<file path="src/rtl/instr_decode_stage.sv">
// instr_decode_stage: FIFO-buffered instruction decoder with a registered valid/ready output.
// DECODER_LOOP_CHECK_EN enables loop depth tracking and overflow/underflow errors.
module instr_decode_stage #(
    parameter int OPC_W      = 5,
    parameter int INSTR_W    = 18,
    parameter int FIFO_DEPTH = 4,
    parameter int LOOP_DEPTH = 8
) (
    input  logic                            clk,
    input  logic                            reset,
    input  logic                            in_valid,
    output logic                            in_ready,
    input  logic [INSTR_W-1:0]              raw_instruction,
    output logic                            out_valid,
    input  logic                            out_ready,
    output logic [1:0]                      instruction_type,
    output logic [15:0]                     memory_instruction,
    output logic [15:0]                     processing_instruction,
    output logic [4:0]                      loop_instruction,
    output logic                            error,
    input  logic                            err_clear,
    output logic [OPC_W-1:0]                error_opcode,
    output logic [$clog2(LOOP_DEPTH+1)-1:0] loop_depth,
    output logic [$clog2(FIFO_DEPTH+1)-1:0] fifo_count
);
    localparam int AW = $clog2(FIFO_DEPTH);
    localparam int CW = $clog2(FIFO_DEPTH+1);
    localparam int DW = $clog2(LOOP_DEPTH+1);

    logic [INSTR_W-1:0] mem [FIFO_DEPTH];
    logic [AW-1:0]      wr_ptr, rd_ptr;
    logic [INSTR_W-1:0] head;
    logic [OPC_W-1:0]   opc;
    logic [12:0]        p;
    logic               push, load, unused_bits;
    int unsigned        op;
    logic [15:0]        u;
    logic [3:0]         m;
    logic               d_start, d_end, d_bad, d_err;
    logic [1:0]         d_type;
    logic [15:0]        d_mem, d_proc;
    logic [4:0]         d_loop;

    assign in_ready    = fifo_count != CW'(FIFO_DEPTH);
    assign push        = in_valid && in_ready;
    assign load        = fifo_count != '0 && (!out_valid || out_ready);
    assign head        = mem[rd_ptr];
    assign opc         = head[INSTR_W-1 -: OPC_W];
    assign p           = head[12:0];
    assign unused_bits = ^head;

    always_ff @(posedge clk) begin
        if (push) mem[wr_ptr] <= raw_instruction;
    end

    always_ff @(posedge clk or posedge reset) begin
        if (reset) begin
            wr_ptr     <= '0;
            rd_ptr     <= '0;
            fifo_count <= '0;
        end else begin
            if (push) wr_ptr <= wr_ptr + 1'b1;
            if (load) rd_ptr <= rd_ptr + 1'b1;
            fifo_count <= fifo_count + CW'(push) - CW'(load);
        end
    end

`ifdef DECODER_LOOP_CHECK_EN
    logic [DW-1:0] depth;
    always_ff @(posedge clk or posedge reset) begin
        if (reset) depth <= '0;
        else if (load && !d_err) depth <= depth + DW'(d_start) - DW'(d_end);
    end
    assign loop_depth = depth;
`else
    assign loop_depth = '0;
`endif

    always_comb begin
        op = 32'(opc);
        u  = '0;
        m  = '0;
        case (op)
            0:  u = 16'h8000;
            1:  u = 16'h4000;
            2:  u = 16'h2000;
            3:  begin u = 16'h2000; m = 4'b0001; end
            4:  begin u = 16'h4000; m = {p[12], 3'b000}; end
            5:  u = 16'h1000;
            6:  u = 16'h0800;
            7:  begin u = 16'h0400; m = {p[12], 3'b000}; end
            8:  begin u = 16'h0200; m = {p[12], 3'b000}; end
            9:  u = 16'h0100;
            10: u = 16'h0080;
            11: u = 16'h0040;
            12: begin u = 16'h0100; m = 4'b0010; end
            13: begin u = 16'h0020; m = p[12:9]; end
            14: begin u = 16'h0010; m = {p[12:11], 2'b00}; end
            default: ;
        endcase
        d_start = op == 17 || op == 18;
        d_end   = op == 19;
`ifdef DECODER_LOOP_CHECK_EN
        d_bad   = (d_start && depth == DW'(LOOP_DEPTH)) || (d_end && depth == '0);
`else
        d_bad   = 1'b0;
`endif
        d_type  = op < 15 ? 2'b01 : op < 17 ? 2'b00 : (op < 20 && !d_bad) ? 2'b10 : 2'b11;
        d_err   = d_type == 2'b11;
        d_proc  = d_type == 2'b01 ? (u | {12'd0, m}) : '0;
        d_mem   = op == 15 ? {2'b10, p[12:1], 2'b00} :
                  op == 16 ? {2'b11, p[12:9], 2'b00, p[6:3], 2'b00, p[8:7]} : '0;
        d_loop  = d_type == 2'b10 ? {d_end ? 2'b11 : op == 18 ? 2'b01 : 2'b00, p[12:10]} : '0;
    end

    always_ff @(posedge clk or posedge reset) begin
        if (reset) begin
            out_valid              <= 1'b0;
            instruction_type       <= 2'b00;
            memory_instruction     <= '0;
            processing_instruction <= '0;
            loop_instruction       <= '0;
            error                  <= 1'b0;
            error_opcode           <= '0;
        end else begin
            if (load) begin
                out_valid              <= 1'b1;
                instruction_type       <= d_type;
                memory_instruction     <= d_mem;
                processing_instruction <= d_proc;
                loop_instruction       <= d_loop;
            end else if (out_ready) begin
                out_valid <= 1'b0;
            end
            // clear wins over an error arriving in the same cycle
            if (err_clear) begin
                error        <= 1'b0;
                error_opcode <= '0;
            end else if (load && d_err) begin
                error <= 1'b1;
                if (!error) error_opcode <= opc;
            end
        end
    end
endmodule

</file>
<file path="config.mk">
export PLATFORM = sky130hd
export DESIGN_NAME = instr_decode_stage
export DESIGN_NICKNAME = d
export VERILOG_FILES = /design/src/rtl/instr_decode_stage.sv
export SDC_FILE = /design/constraint.sdc
export NUM_CORES = 1
export LEC_CHECK = 0
export CAP_MARGIN = 15
export CORE_ASPECT_RATIO = 2
export CORE_MARGIN = 2
export CORE_UTILIZATION = 42
export DETAILED_ROUTE_END_ITERATION = 8
export MAX_ROUTING_LAYER = met4
export SLEW_MARGIN = 20
export SYNTH_ARGS = -nofsm -noshare
export SYNTH_HDL_FRONTEND = slang
export SYNTH_SLANG_ARGS = --single-unit
</file>
<file path="constraint.sdc">
create_clock -name clk -period 5.65 [get_ports clk]
set_clock_uncertainty 0.15 [all_clocks]
set_input_delay 1.695 -clock clk [delete_from_list [all_inputs] [get_ports clk]]
set_output_delay 1.695 -clock clk [all_outputs]
set_load 0.03 [all_outputs]
</file>
==> metrics.yaml, run 1 <==
status: "completed"
rsz0062_at_grt: "false"
netSwitchingPower_uw: 1310
fmax_ghz: 0.269
numPortBuffers: 71
clk_path_buf_depth: 2
die_h_um: 157
via_count: 2799
drive_gt1_share_pct: 14.9
grt_pass1_vias: 3010
gp_congestion: 0.771
worstSetupPathType: "in2reg"
synth.avg_cell_area_sq_um: 15.6
hold_class: "reg2reg"
drc: 0
drt_pass1_iterations: 4
yosys_warnings: 0
design_area_sq_um: 6260
post-place-ws_ns: 1.50
grt_use_met2_pct: 31.2
cp-end-kind: "flop"
p_leak_uw: 0.00241
synth_area_sq_um: 4910
seq_power_share_pct: 36.1
rows: 55
hold_violations: 0
ys_ff_latch: 121
placed_area_sq_um: 5720
p_comb_share_pct: 37.1
die_area_sq_um: 12600
max-slew-margin-rel_pct: 36.2
antenna_found_initial: 0
p_per_area_nw_per_um2: 577
finish.net_count: 421
worstSkewPairLatency_ns: 0.41
r2r_cells: 9
fillers: 948
regArea_sq_um: 3370
diodes: 0
fin_crit_ns: 3.72
routed_wl_um: 9840
met3_usage_pct: 5.25
start_util_pct: 43.2
post-route-period-util_pct: 65.9
whs_ns: 0.323
grt_max_degree: 55
tns_ns: 0
p_int_uw: 2300
cts_inserted_buffers: 17
met1_usage_pct: 18.8
tightest_slew_ns: 0.957
top_usage_layer: "met2"
worst_setup_path_start_kind: "input pin"
async_flop_share_pct: 43.8
die_x_um: 80.4
ys_types: 48
dp_hpwl_um: 6860
core_sq_um: 11400
synth_flop_cell: "edfxtp_1"
crit_fanout: 11
wl_per_cell_um: 18.0
ctsRootBufferMaster: "clkbuf_16"
cts_setup_buffers: 0
cts_hold_buf: 0
setup_viol: 0
first_iter_violations: 138
timing.final.ws_setup_ns: 1.93
cts_resized: 0
cts.sinks: 121
grt_usage_pct: 17.9
required_ns: 5.78
slew_violations: 0
area_growth_pct: 27.5
yosysSeqAreaShare_pct: 68.6
crit_arrival_ns: 3.85
max_cap_viol_count: 0
via_per_inst: 5.14
cts_tree: "yes"
clkPwrFrac_pct: 26.8
grt_overflow: 0
whs_path_depth: 2
ir_worst_vdd_mv: 0.279
fin_util_pct: 55.1
synthCells: 314
multiInputGateArea_sq_um: 1400
synth-edff-count: 68
ioPinCount: 77
path_clk_slew_ns: 0.05
antenna_left: 0
switching_share_pct: 36.3
grt_pass1_wl_um: 16000
ctsHtreeMaxLevel: 4
-- critical path, stage by stage --
cell and delay (ns):
clkdlybuf4s50_1 0.42, nand2b_1 0.22, nand2_2 0.09, inv_1 0.19
ha_1 0.35, inv_1 0.04, ha_1 0.18, fa_1 0.37
xor2_1 0.16, xnor2_1 0.13
-- sequential cells by signal, indices dropped and copies added, names as in the netlist --
name and flops:
mem 68, memory_instruction 16, processing_instruction 16, error_opcode 5
loop_instruction 5, fifo_count 3, instruction_type 2, rd_ptr 2
wr_ptr 2, error 1, out_valid 1
-- cell usage after synthesis, types with 5 or more instances --
library cell	number	area share, %
o21ai_0	7	0.71
nor2_1	5	0.38
mux4_2	17	7.8
edfxtp_1	68	42
clkbuf_1	7	0.54
inv_1	12	0.92
a22o_1	17	3.0
nand3_1	5	0.51
dfrtp_1	53	27
buf_4	5	0.76
a21oi_1	7	0.71
and3_1	5	0.64
xnor2_1	5	0.89
buf_2	5	0.51
ha_1	6	1.5
o21ai_1	9	0.92
nand2_1	33	2.5
-- layout make-up --
| class | count | share of cell area [%] |
|---|---|---|
| timing repair buffer | 74 | 11.7 |
| inverter | 12 | 0.720 |
| multi-input combinational | 165 | 22.3 |
| sequential | 121 | 53.8 |
| clock buffer | 18 | 6.86 |
| tap | 142 | 2.84 |
| clock inverter | 13 | 1.72 |
-- worst paths after layout --
kind	start	endpoint	slack (ns)
worst min register to register	processing_instruction[14]	processing_instruction[14]	0.32
worst max register to register	fifo_count[1]	fifo_count[2]	2.96
max in group asynchronous	reset	memory_instruction[15]	3.06
min in group asynchronous	reset	memory_instruction[9]	1.52
worst max-delay path	out_ready	fifo_count[2]	1.93
worst min-delay path	processing_instruction[14]	processing_instruction[14]	0.32
-- cells in the final DEF, fill, tap and decap left out, drive strengths merged, types with 6 or more instances in the layout --
cell type | Yosys | final
nor2 | 7 | 7
a22o | 17 | 17
a21oi | 7 | 7
ha | 6 | 6
nand2 | 33 | 33
clkinv | 0 | 8
clkdlybuf4s50 | 0 | 71
edfxtp | 68 | 68
clkbuf | 7 | 18
inv | 12 | 12
o21ai | 16 | 16
mux4 | 17 | 17
dfrtp | 53 | 53
-- per-stage QoR --
step | cells | power (uW)
CTS | 545 | 3660
finish | 545 | 3610
detailed placement | 514 | 2690
global route | 545 | 3820
global placement | 514 | 2660
floorplan | 317 | 2240
-- cell families after synthesis --
kind of cell	Yosys count	share of synthesized area, %
compound gates	57	8.62
xor+xnor	7	1.25
fa+ha+maj	7	1.94
buf+inv	31	3.19
flops	121	68.6
mux	19	8.23
other cells	1	0.0764
simple gates	71	8.08
-- power by group through the flow --
stage / Combinational (uW) / Clock [uW] / Sequential [uW]
after floorplan: 766 / 0 / 1480
after global placement: 1350 / 0 / 1310
after detailed placement: 1370 / 0 / 1320
after CTS: 1370 / 988 / 1310
after global routing: 1460 / 1030 / 1330
final: 1340 / 969 / 1300
-- per-layer routing --
metal	wire [um]	up-vias	part of all wire (%)
met2	5610	67	57
met3	352	15	3.6
met1	3710	1389	38
met5	0	-	0
met4	159	0	1.6
li1	-	1328	-
(Power assumes the default switching activity.)
==> run 2: changes to the inputs <==
- clock period: 5.65 -> 3.8 ns (I/O delays scaled with it)
==> run 2 against run 1 <==
Compared with the run above:
- cell area rose by 1.7%
- critical endpoint is now in_ready
- largest power group unchanged
- clock power rose by 59%
- non-clock buffer count rose by 9
- via count rose by 4.3%
==> metrics.yaml, run 2 (synthesized netlist as in run 1, its figures left out) <==
ioPinCount: 77  # unchanged
post-route-period-util_pct: 81.8
final_common_cell: "clkdlybuf4s50_1"
whs_ns: 0.323  # -0.000759 ns
grt_pass1_vias: 3072  # +2.1%
required_ns: 2.51  # -3.27 ns
die_h_um: 157  # unchanged
finish.net_count: 430  # +2.1%
drc: 0  # unchanged
rsz0062_at_grt: "false"
setup_viol: 0  # unchanged
dp_hpwl_um: 7160  # +4.3%
cts_inserted_buffers: 17  # unchanged
grt_overflow: 0  # unchanged
worst_setup_path_start_kind: "flop"
slowest_stage: "clkdlybuf4s50_1"
cts_hold_buf: 0  # unchanged
die_x_um: 80.4  # unchanged
crit_arrival_ns: 1.82  # -2.03 ns
area_growth_pct: 29.7
ctsRootBufferMaster: "clkbuf_16"
cp-end-kind: "output pin"
antenna_left: 0  # unchanged
cts_resized: 0  # unchanged
max-slew-margin-rel_pct: 62.3  # +26 points
drive_gt1_share_pct: 17.5  # +2.6 points
layout_common_cells: "clkdlybuf4s50_1 (71), edfxtp_1 (68), dfrtp_1 (53)"
ir_worst_vdd_mv: 0.512  # +84%
grt_pass1_wl_um: 16200  # +1.3%
cts_tree: "yes"
hold_violations: 0  # unchanged
grt_usage_pct: 18.3  # +0.34 points
p_leak_uw: 0.00248  # +3.1%
crit_fanout: 6  # -5
hold_class: "reg2reg"
clk_path_buf_depth: 2  # unchanged
path_delay_family: "buffers and inverters"
fmax_ghz: 0.322
via_count: 2919  # +4.3%
fin_crit_ns: 3.11
top_regs: "mem x68, memory_instruction x16, processing_instruction x16"
fin_util_pct: 56.1  # +0.95 points
rows: 55  # unchanged
antenna_found_initial: 0  # unchanged
cp_num_buf_inv: 1  # -2
first_iter_violations: 135  # -2.2%
tightest_slew_ns: 0.566  # -0.391 ns
numPortBuffers: 71  # unchanged
cts_setup_buffers: 0  # unchanged
max_cap_viol_count: 0  # unchanged
die_area_sq_um: 12600  # unchanged
worstSkewPairLatency_ns: 0.41  # about the same
ctsHtreeMaxLevel: 4  # unchanged
routed_wl_um: 10100  # +2.5%
slew_violations: 0  # unchanged
start_util_pct: 43.2  # unchanged
core_sq_um: 11400  # unchanged
cpPeakStageDelay_ns: 0.70  # +0.28 ns
gp_congestion: 0.775  # +0.56%
via_per_inst: 5.27  # +2.6%
regMostFlops: "mem"
path_clk_slew_ns: 0.05  # about the same
worstSetupPathType: "reg2out"
wl_per_cell_um: 18.2  # +0.80%
status: "completed"
cts.sinks: 121  # unchanged
drt_pass1_iterations: 4  # unchanged
largest_reg_flops: 68  # unchanged
diodes: 0  # unchanged
p_per_area_nw_per_um2: 868  # +50%
timing.final.ws_setup_ns: 0.692  # -1.24 ns
crit_chain: "nor2_1 -> nand2_1 -> clkdlybuf4s50_1"
tns_ns: 0  # unchanged
grt_max_degree: 29  # -47%
post-place-ws_ns: 0.388  # -1.11 ns
==> run 2: changes by cell type in the layout (fill, tap and decap cells not counted) <==
| cell | delta |
|---|---|
| inv_6 | +1 |
| clkinv_4 | +4 |
| clkinvlp_4 | -3 |
| buf_4 | +9 |
| clkinv_1 | -2 |
| clkbuf_1 | -1 |
| bufinv_16 | +1 |
==> run 2: final timing paths <==
check	endpoint	slack, ns	startpoint	cells after the start
worst min-delay path	processing_instruction[1]	0.32	processing_instruction[1]	2
worst min register to register	processing_instruction[1]	0.32	processing_instruction[1]	2
min in group asynchronous	memory_instruction[2]	0.89	reset	2
worst max-delay path	in_ready	0.69	fifo_count[1]	3
max in group asynchronous	processing_instruction[12]	1.94	reset	3
worst max register to register	memory_instruction[1]	1.19	rd_ptr[0]	4
==> run 2: power by group <==
part | internal (uW) | total (uW) | switching [uW]
logic | 836 | 2050 | 1210
clock network | 963 | 1540 | 574
registers | 1740 | 1940 | 208
total | 3530 | 5530 | 1990
==> run 2: layout make-up <==
| cell class | count | area [sq um] |
|---|---|---|
| flip-flops and latches | 121 | 3370 |
| well taps | 142 | 178 |
| clock buffers | 17 | 425 |
| fillers | 946 | 4990 |
| clock inverters | 14 | 151 |
| multi-input cells | 165 | 1400 |
| repair buffers | 83 | 801 |
| inverters | 12 | 45.0 |
==> run 2: layer usage <==
metal	share of wire, %	up-vias	global-route usage (%)	routed length (um)
li1	-	1349	-	-
met1	36	1475	18.4	3670
met2	57	73	32.3	5790
met3	3.5	22	4.67	352
met4	2.6	0	8.31	267
met5	0	-	-	0
==> run 2: per-stage QoR <==
step / power [uW] / cell area [sq um] / cells
global placement: 4000 / 5790 / 523
global route: 5830 / 6370 / 554
floorplan: 3330 / 4920 / 317
finish: 5530 / 6370 / 554
detailed placement: 4060 / 5790 / 523
CTS: 5610 / 6370 / 554
==> run 2: tightest hold or removal path: cells and delay by family (launching register included) <==
kind	cells	cell delay [ns]
compound gates	1	0.05
simple gates	1	0.05
flops	1	0.34
==> RTL edit 1: new RTL, config.mk and constraints of run 2 <==
Build with the macro `DECODER_LOOP_CHECK_EN` defined.
--- a/src/rtl/instr_decode_stage.sv
+++ b/src/rtl/instr_decode_stage.sv
@@ -1,5 +1,7 @@
 // instr_decode_stage: FIFO-buffered instruction decoder with a registered valid/ready output.
 // DECODER_LOOP_CHECK_EN enables loop depth tracking and overflow/underflow errors.
+`define DECODER_LOOP_CHECK_EN
+
 module instr_decode_stage #(
     parameter int OPC_W      = 5,
     parameter int INSTR_W    = 18,
Check against the original RTL: not equivalent (Yosys sat finds a counterexample within 4 cycles, from zero or initial values and one cycle with reset high).
==> RTL edit 1 against run 2 <==
  * Cell count grew 5.4%
  * Sequential power grew 3%
  * First-iteration DRC count grew 13%
  * Count of clock-buffer cells in the layout stayed put
  * Sequential cell count grew 4
  * Total power rose by 7.1%
  * Wire length increased by 4.8%
  * Setup slack worse by 300 ps
  * Non-clock buffer count up 7
  * Final area is 5.3% higher
  * Synthesized area grew 4.6%
  * Critical path type is now reg2reg
  * Largest cell class unchanged
  * Highest routed layer unchanged
==> RTL edit 1: results (changes against run 2) <==
run_status:
  status: "finished clean"  # unchanged
timing:
  worst_pin_slew_ps: 595  # was 566 ps
synth:
  synth_cell_types: 48  # unchanged
  syn_inst: 330  # was 314
  synth_common_cells: "68 x edfxtp_1, 57 x dfrtp_1, 30 x nand2_1"  # was 68 x edfxtp_1, 53 x dfrtp_1, 33 x nand2_1
  synth.area.top_cells: "edfxtp_1 40%, dfrtp_1 28%, mux4_2 7.5%"  # was edfxtp_1 42%, dfrtp_1 27%, mux4_2 7.8%
  ys_seq_area_share_pct: 67.6  # was 68.6%
  synthArstFlopShare_pct: 45.6  # was 43.8%
layout:
  drive_gt1_share_pct: 17.2  # was 17.5%
  fin_cells: 584  # was 554
  fin_nets: 461  # was 430
worst_setup_path:
  slowest_delay_ps: 580  # was 700 ps
  timing.rr.end: "loop_depth[2]"  # was memory_instruction[1]
  cp_slowest_cell: "dfrtp_1"  # was clkdlybuf4s50_1
  ff2ff_path_depth: 10  # was 4
  worstPathArrival_ps: 3530  # was 1820 ps
  path_max_fanout: 7  # was 6
  crit_family: "adder cells"  # was buffers and inverters
  ff2ff_setup_slack_ps: 400  # was 1190 ps
global_routing:
  grt_pass1_vias: 3294  # was 3072
  grt_pass1_wl_microns: 17200  # was 16200 microns
  grt_max_degree: 34  # was 29
  grt_usage_pct: 18.5  # was 18.3%
clock_network:
  insertion_delay_ps: 410  # about the same
  clkTransAtPathRegs_ps: 60
  post_cts_buffers: 0  # unchanged
  cts_htree_levels: 4  # unchanged
routing:
  routedWlPerCell_microns: 18.1  # was 18.2 microns
  drt_iter0_markers: 152  # was 135
min_path:
  hold_depth: 2  # unchanged
  min-delay-path-class: "reg2reg"  # unchanged
pwr:
  p_leak_uw: 0.00267  # was 0.00248 uW
  peakVddDrop_mv: 0.396  # was 0.512 mV
placement:
  dp_hpwl_microns: 7530  # was 7160 microns
  dp_cells: 552  # was 523
  port_buffers: 75  # was 71
## RTL edit 1: area by class of cell
| class | instances | area, sq um |
|---|---|---|
| Clock buffer | 17 | 425 |
| Fill cell | 1019 | 5350 |
| Timing Repair Buffer | 90 | 863 |
| Tap cell | 147 | 184 |
| Inverter | 18 | 67.6 |
| Multi-Input combinational cell | 172 | 1530 |
| Sequential cell | 125 | 3470 |
| Clock inverter | 15 | 170 |
## RTL edit 1: worst max path at each step
stage                     cells past startpoint  slack (ps)      start             to
final                                        10         400  rd_ptr[0]  loop_depth[2]
after global routing                         10         120  rd_ptr[0]  loop_depth[2]
after CTS                                    10         340  rd_ptr[0]  loop_depth[2]
after detailed placement                     10         370   in_valid  fifo_count[2]
after global placement                       10         430   in_valid  fifo_count[2]
after floorplan                              10         740  out_ready  fifo_count[2]
## RTL edit 1: where the power goes
part           switching (uW)  internal [uW]
Combinational            1340            969
Sequential                207           1800
Clock                     673            938
Total                    2220           3700
## RTL edit 1: logic make-up (layout without fill, tap and decap cells)
logic type / Yosys count / count (layout) / synth area share, %
buffers and inverters: 33 / 140 / 2.66
adder cells (fa/ha/maj): 14 / 14 / 3.71
XOR/XNOR: 9 / 9 / 1.68
AO/OA/AOI/OAI: 51 / 51 / 8.31
multiplexers: 25 / 25 / 9.12
AND/OR/NAND/NOR: 73 / 73 / 6.95
flip-flops: 125 / 125 / 67.6
## RTL edit 1: metal layers
metal / vias to the layer above / share of wire (%) / track usage [%]
met1: 1530 / 37 / 19.0
met4: 0 / 2.3 / 8.41
met2: 56 / 59 / 33.1
met3: 18 / 1.9 / 2.87
met5: - / 0 / -
li1: 1425 / - / -
## RTL edit 1: metrics by stage
stage / hold WS, ps / setup slack (ps) / cell area, sq um
2_1_floorplan: 430 / 739 / 5130
3_3_place_gp: 309 / 431 / 6110
3_5_place_dp: 315 / 369 / 6110
4_1_cts: 328 / 342 / 6710
5_1_grt: 348 / 124 / 6710
6_report: 322 / 396 / 6710
## RTL edit 1: worst min-delay path, delay by kind of cell (launching register included)
family | cells | cell delay (ps)
flip-flops | 1 | 340
AND/OR/NAND/NOR | 2 | 110
==> RTL edit 2: new RTL, settings of run 2 <==
Made on the original files. Put one more register stage on the output `error_opcode`, with the module's reset. The value now appears one clock later. The other outputs are not delayed to match.
--- a/src/rtl/instr_decode_stage.sv
+++ b/src/rtl/instr_decode_stage.sv
@@ -26,6 +26,8 @@
     localparam int AW = $clog2(FIFO_DEPTH);
     localparam int CW = $clog2(FIFO_DEPTH+1);
     localparam int DW = $clog2(LOOP_DEPTH+1);
+
+    logic [OPC_W-1:0] error_opcode_s0;
 
     logic [INSTR_W-1:0] mem [FIFO_DEPTH];
     logic [AW-1:0]      wr_ptr, rd_ptr;
@@ -121,7 +123,7 @@
             processing_instruction <= '0;
             loop_instruction       <= '0;
             error                  <= 1'b0;
-            error_opcode           <= '0;
+            error_opcode_s0        <= '0;
         end else begin
             if (load) begin
                 out_valid              <= 1'b1;
@@ -135,12 +137,20 @@
             // clear wins over an error arriving in the same cycle
             if (err_clear) begin
                 error        <= 1'b0;
-                error_opcode <= '0;
+                error_opcode_s0 <= '0;
             end else if (load && d_err) begin
                 error <= 1'b1;
-                if (!error) error_opcode <= opc;
+                if (!error) error_opcode_s0 <= opc;
             end
         end
     end
+    always_ff @(posedge clk or posedge reset) begin
+        if (reset) begin
+            error_opcode <= '0;
+        end else begin
+            error_opcode <= error_opcode_s0;
+        end
+    end
+
 endmodule
 
Behaviour: not the same (a bounded check fails within 4 cycles, from zero or initial values and one cycle with reset high).
==> RTL edit 2 against run 2 <==
  * Wire length is 2.8% lower
  * Final area increased by 2.4%
  * Non-clock buffer count shrank 2
  * Total power is 4.7% higher
  * Setup slack improved by 97 ps
  * Synthesized area grew 1.9%
  * Sequential cell count grew 5
  * Register-to-register slack worse by 50 ps
==> RTL edit 2: results (changes against run 2) <==
run_status:
  status: "finished clean"  # unchanged
synth:
  synth_common_cells: "68 x edfxtp_1, 58 x dfrtp_1, 42 x nand2_1"  # was 68 x edfxtp_1, 53 x dfrtp_1, 33 x nand2_1
  synth.area.top_cells: "edfxtp_1 41%, dfrtp_1 29%, mux4_2 7.7%"  # was edfxtp_1 42%, dfrtp_1 27%, mux4_2 7.8%
  ys_seq_area_share_pct: 69.9  # was 68.6%
  muxShareOfSynthArea_pct: 8.11  # was 8.23%
  synth_cell_types: 44  # was 48
  synth-xor-area-share_pct: 1.23  # was 1.25%
  synthAdderAreaFrac_pct: 1.90  # was 1.94%
  synthArstFlopShare_pct: 46.0  # was 43.8%
routing:
  routedWlPerCell_microns: 17.4  # was 18.2 microns
  vias: 2914  # was 2919
pwr:
  peakVddDrop_mv: 0.410  # was 0.512 mV
  p_leak_uw: 0.00254  # was 0.00248 uW
  power.internal_uw: 3840  # was 3530 uW
placement:
  dp_hpwl_microns: 6740  # was 7160 microns
  dp_cells: 532  # was 523
layout:
  fin_cells: 564  # was 554
  fin_nets: 436  # was 430
  drive_gt1_share_pct: 16.2  # was 17.5%
  fillers: 952  # was 946
global_routing:
  grt_usage_pct: 17.4  # was 18.3%
  grtUsageMet1_pct: 17.5  # was 18.4%
  grt_util_met3_pct: 4.42  # was 4.67%
  use_met2_pct: 31.1  # was 32.3%
  grt_pass1_wl_microns: 15700  # was 16200 microns
  grt_pass1_vias: 3058  # was 3072
worst_setup_path:
  ff2ff_setup_slack_ps: 1140  # was 1190 ps
die:
  fp.coreArea_sq_mm: 0.0117  # was 0.0114 sq mm
timing:
  worst_pin_slew_ps: 644  # was 566 ps
RTL edit 2: cell count changes in the layout (fill, tap and decap cells not counted), moves of 3 or more:
cell,run 2,this run
clkinv_4,7,3
o21ai_2,0,9
nand2_1,32,42
dfrtp_1,53,58
bufinv_16,2,6
o21ai_1,9,0
o21ai_0,7,13
clkbuf_1,0,4
a22o_1,17,11
o31ai_1,3,6
RTL edit 2: worst paths after layout:
path                                          from                        end  cells past startpoint
worst min-delay path            error_opcode_s0[3]            error_opcode[3]                      0
worst min register to register  error_opcode_s0[3]            error_opcode[3]                      0
worst max register to register           rd_ptr[0]      memory_instruction[9]                      4
max in group asynchronous                    reset      memory_instruction[7]                      3
worst max-delay path                 fifo_count[1]                   in_ready                      3
min in group asynchronous                    reset  processing_instruction[7]                      2
RTL edit 2: kinds of logic after synthesis:
| family | Yosys count |
|---|---|
| AOI/OAI and AO/OA | 55 |
| xor gates and xnor gates | 7 |
| adders and majority gates | 7 |
| buffers and inverters | 31 |
| DFF | 126 |
| muxes | 19 |
| other | 1 |
| and+or+nand+nor | 77 |
RTL edit 2: final cells by class:
cell class	instances	area share [%]
clock buffers	21	6.75
clock inverters	11	3.28
inverters	11	0.633
multi-input cells	169	20.9
flip-flops and latches	126	53.6
well taps	145	2.78
repair buffers	81	12.0
RTL edit 2: power groups by stage:
stage / logic (uW) / registers (uW) / clock network, uW
3_5_place_dp: 2060 / 2010 / 0
2_1_floorplan: 1080 / 2280 / 0
5_1_grt: 2200 / 2020 / 1870
3_3_place_gp: 2030 / 1990 / 0
4_1_cts: 2060 / 1980 / 1810
6_report: 2030 / 1970 / 1780
RTL edit 2: per-layer routing:
metal	wire, microns	part of all wire, %
met3	276	2.8
met5	0	0
met2	5720	58
met1	3630	37
met4	167	1.7
RTL edit 2: per-stage QoR:
| step | cell area (sq um) | setup WS, ps | hold WS [ps] | total power, uW | util (%) |
|---|---|---|---|---|---|
| after floorplan | 5010 | 499 | 198 | 3360 | - |
| after global placement | 5870 | 453 | 204 | 4020 | 50.1 |
| after detailed placement | 5870 | 429 | 207 | 4070 | 50.1 |
| after CTS | 6520 | 767 | 220 | 5850 | 55.7 |
| after global routing | 6520 | 675 | 225 | 6090 | 55.7 |
| final | 6520 | 789 | 217 | 5790 | 55.7 |
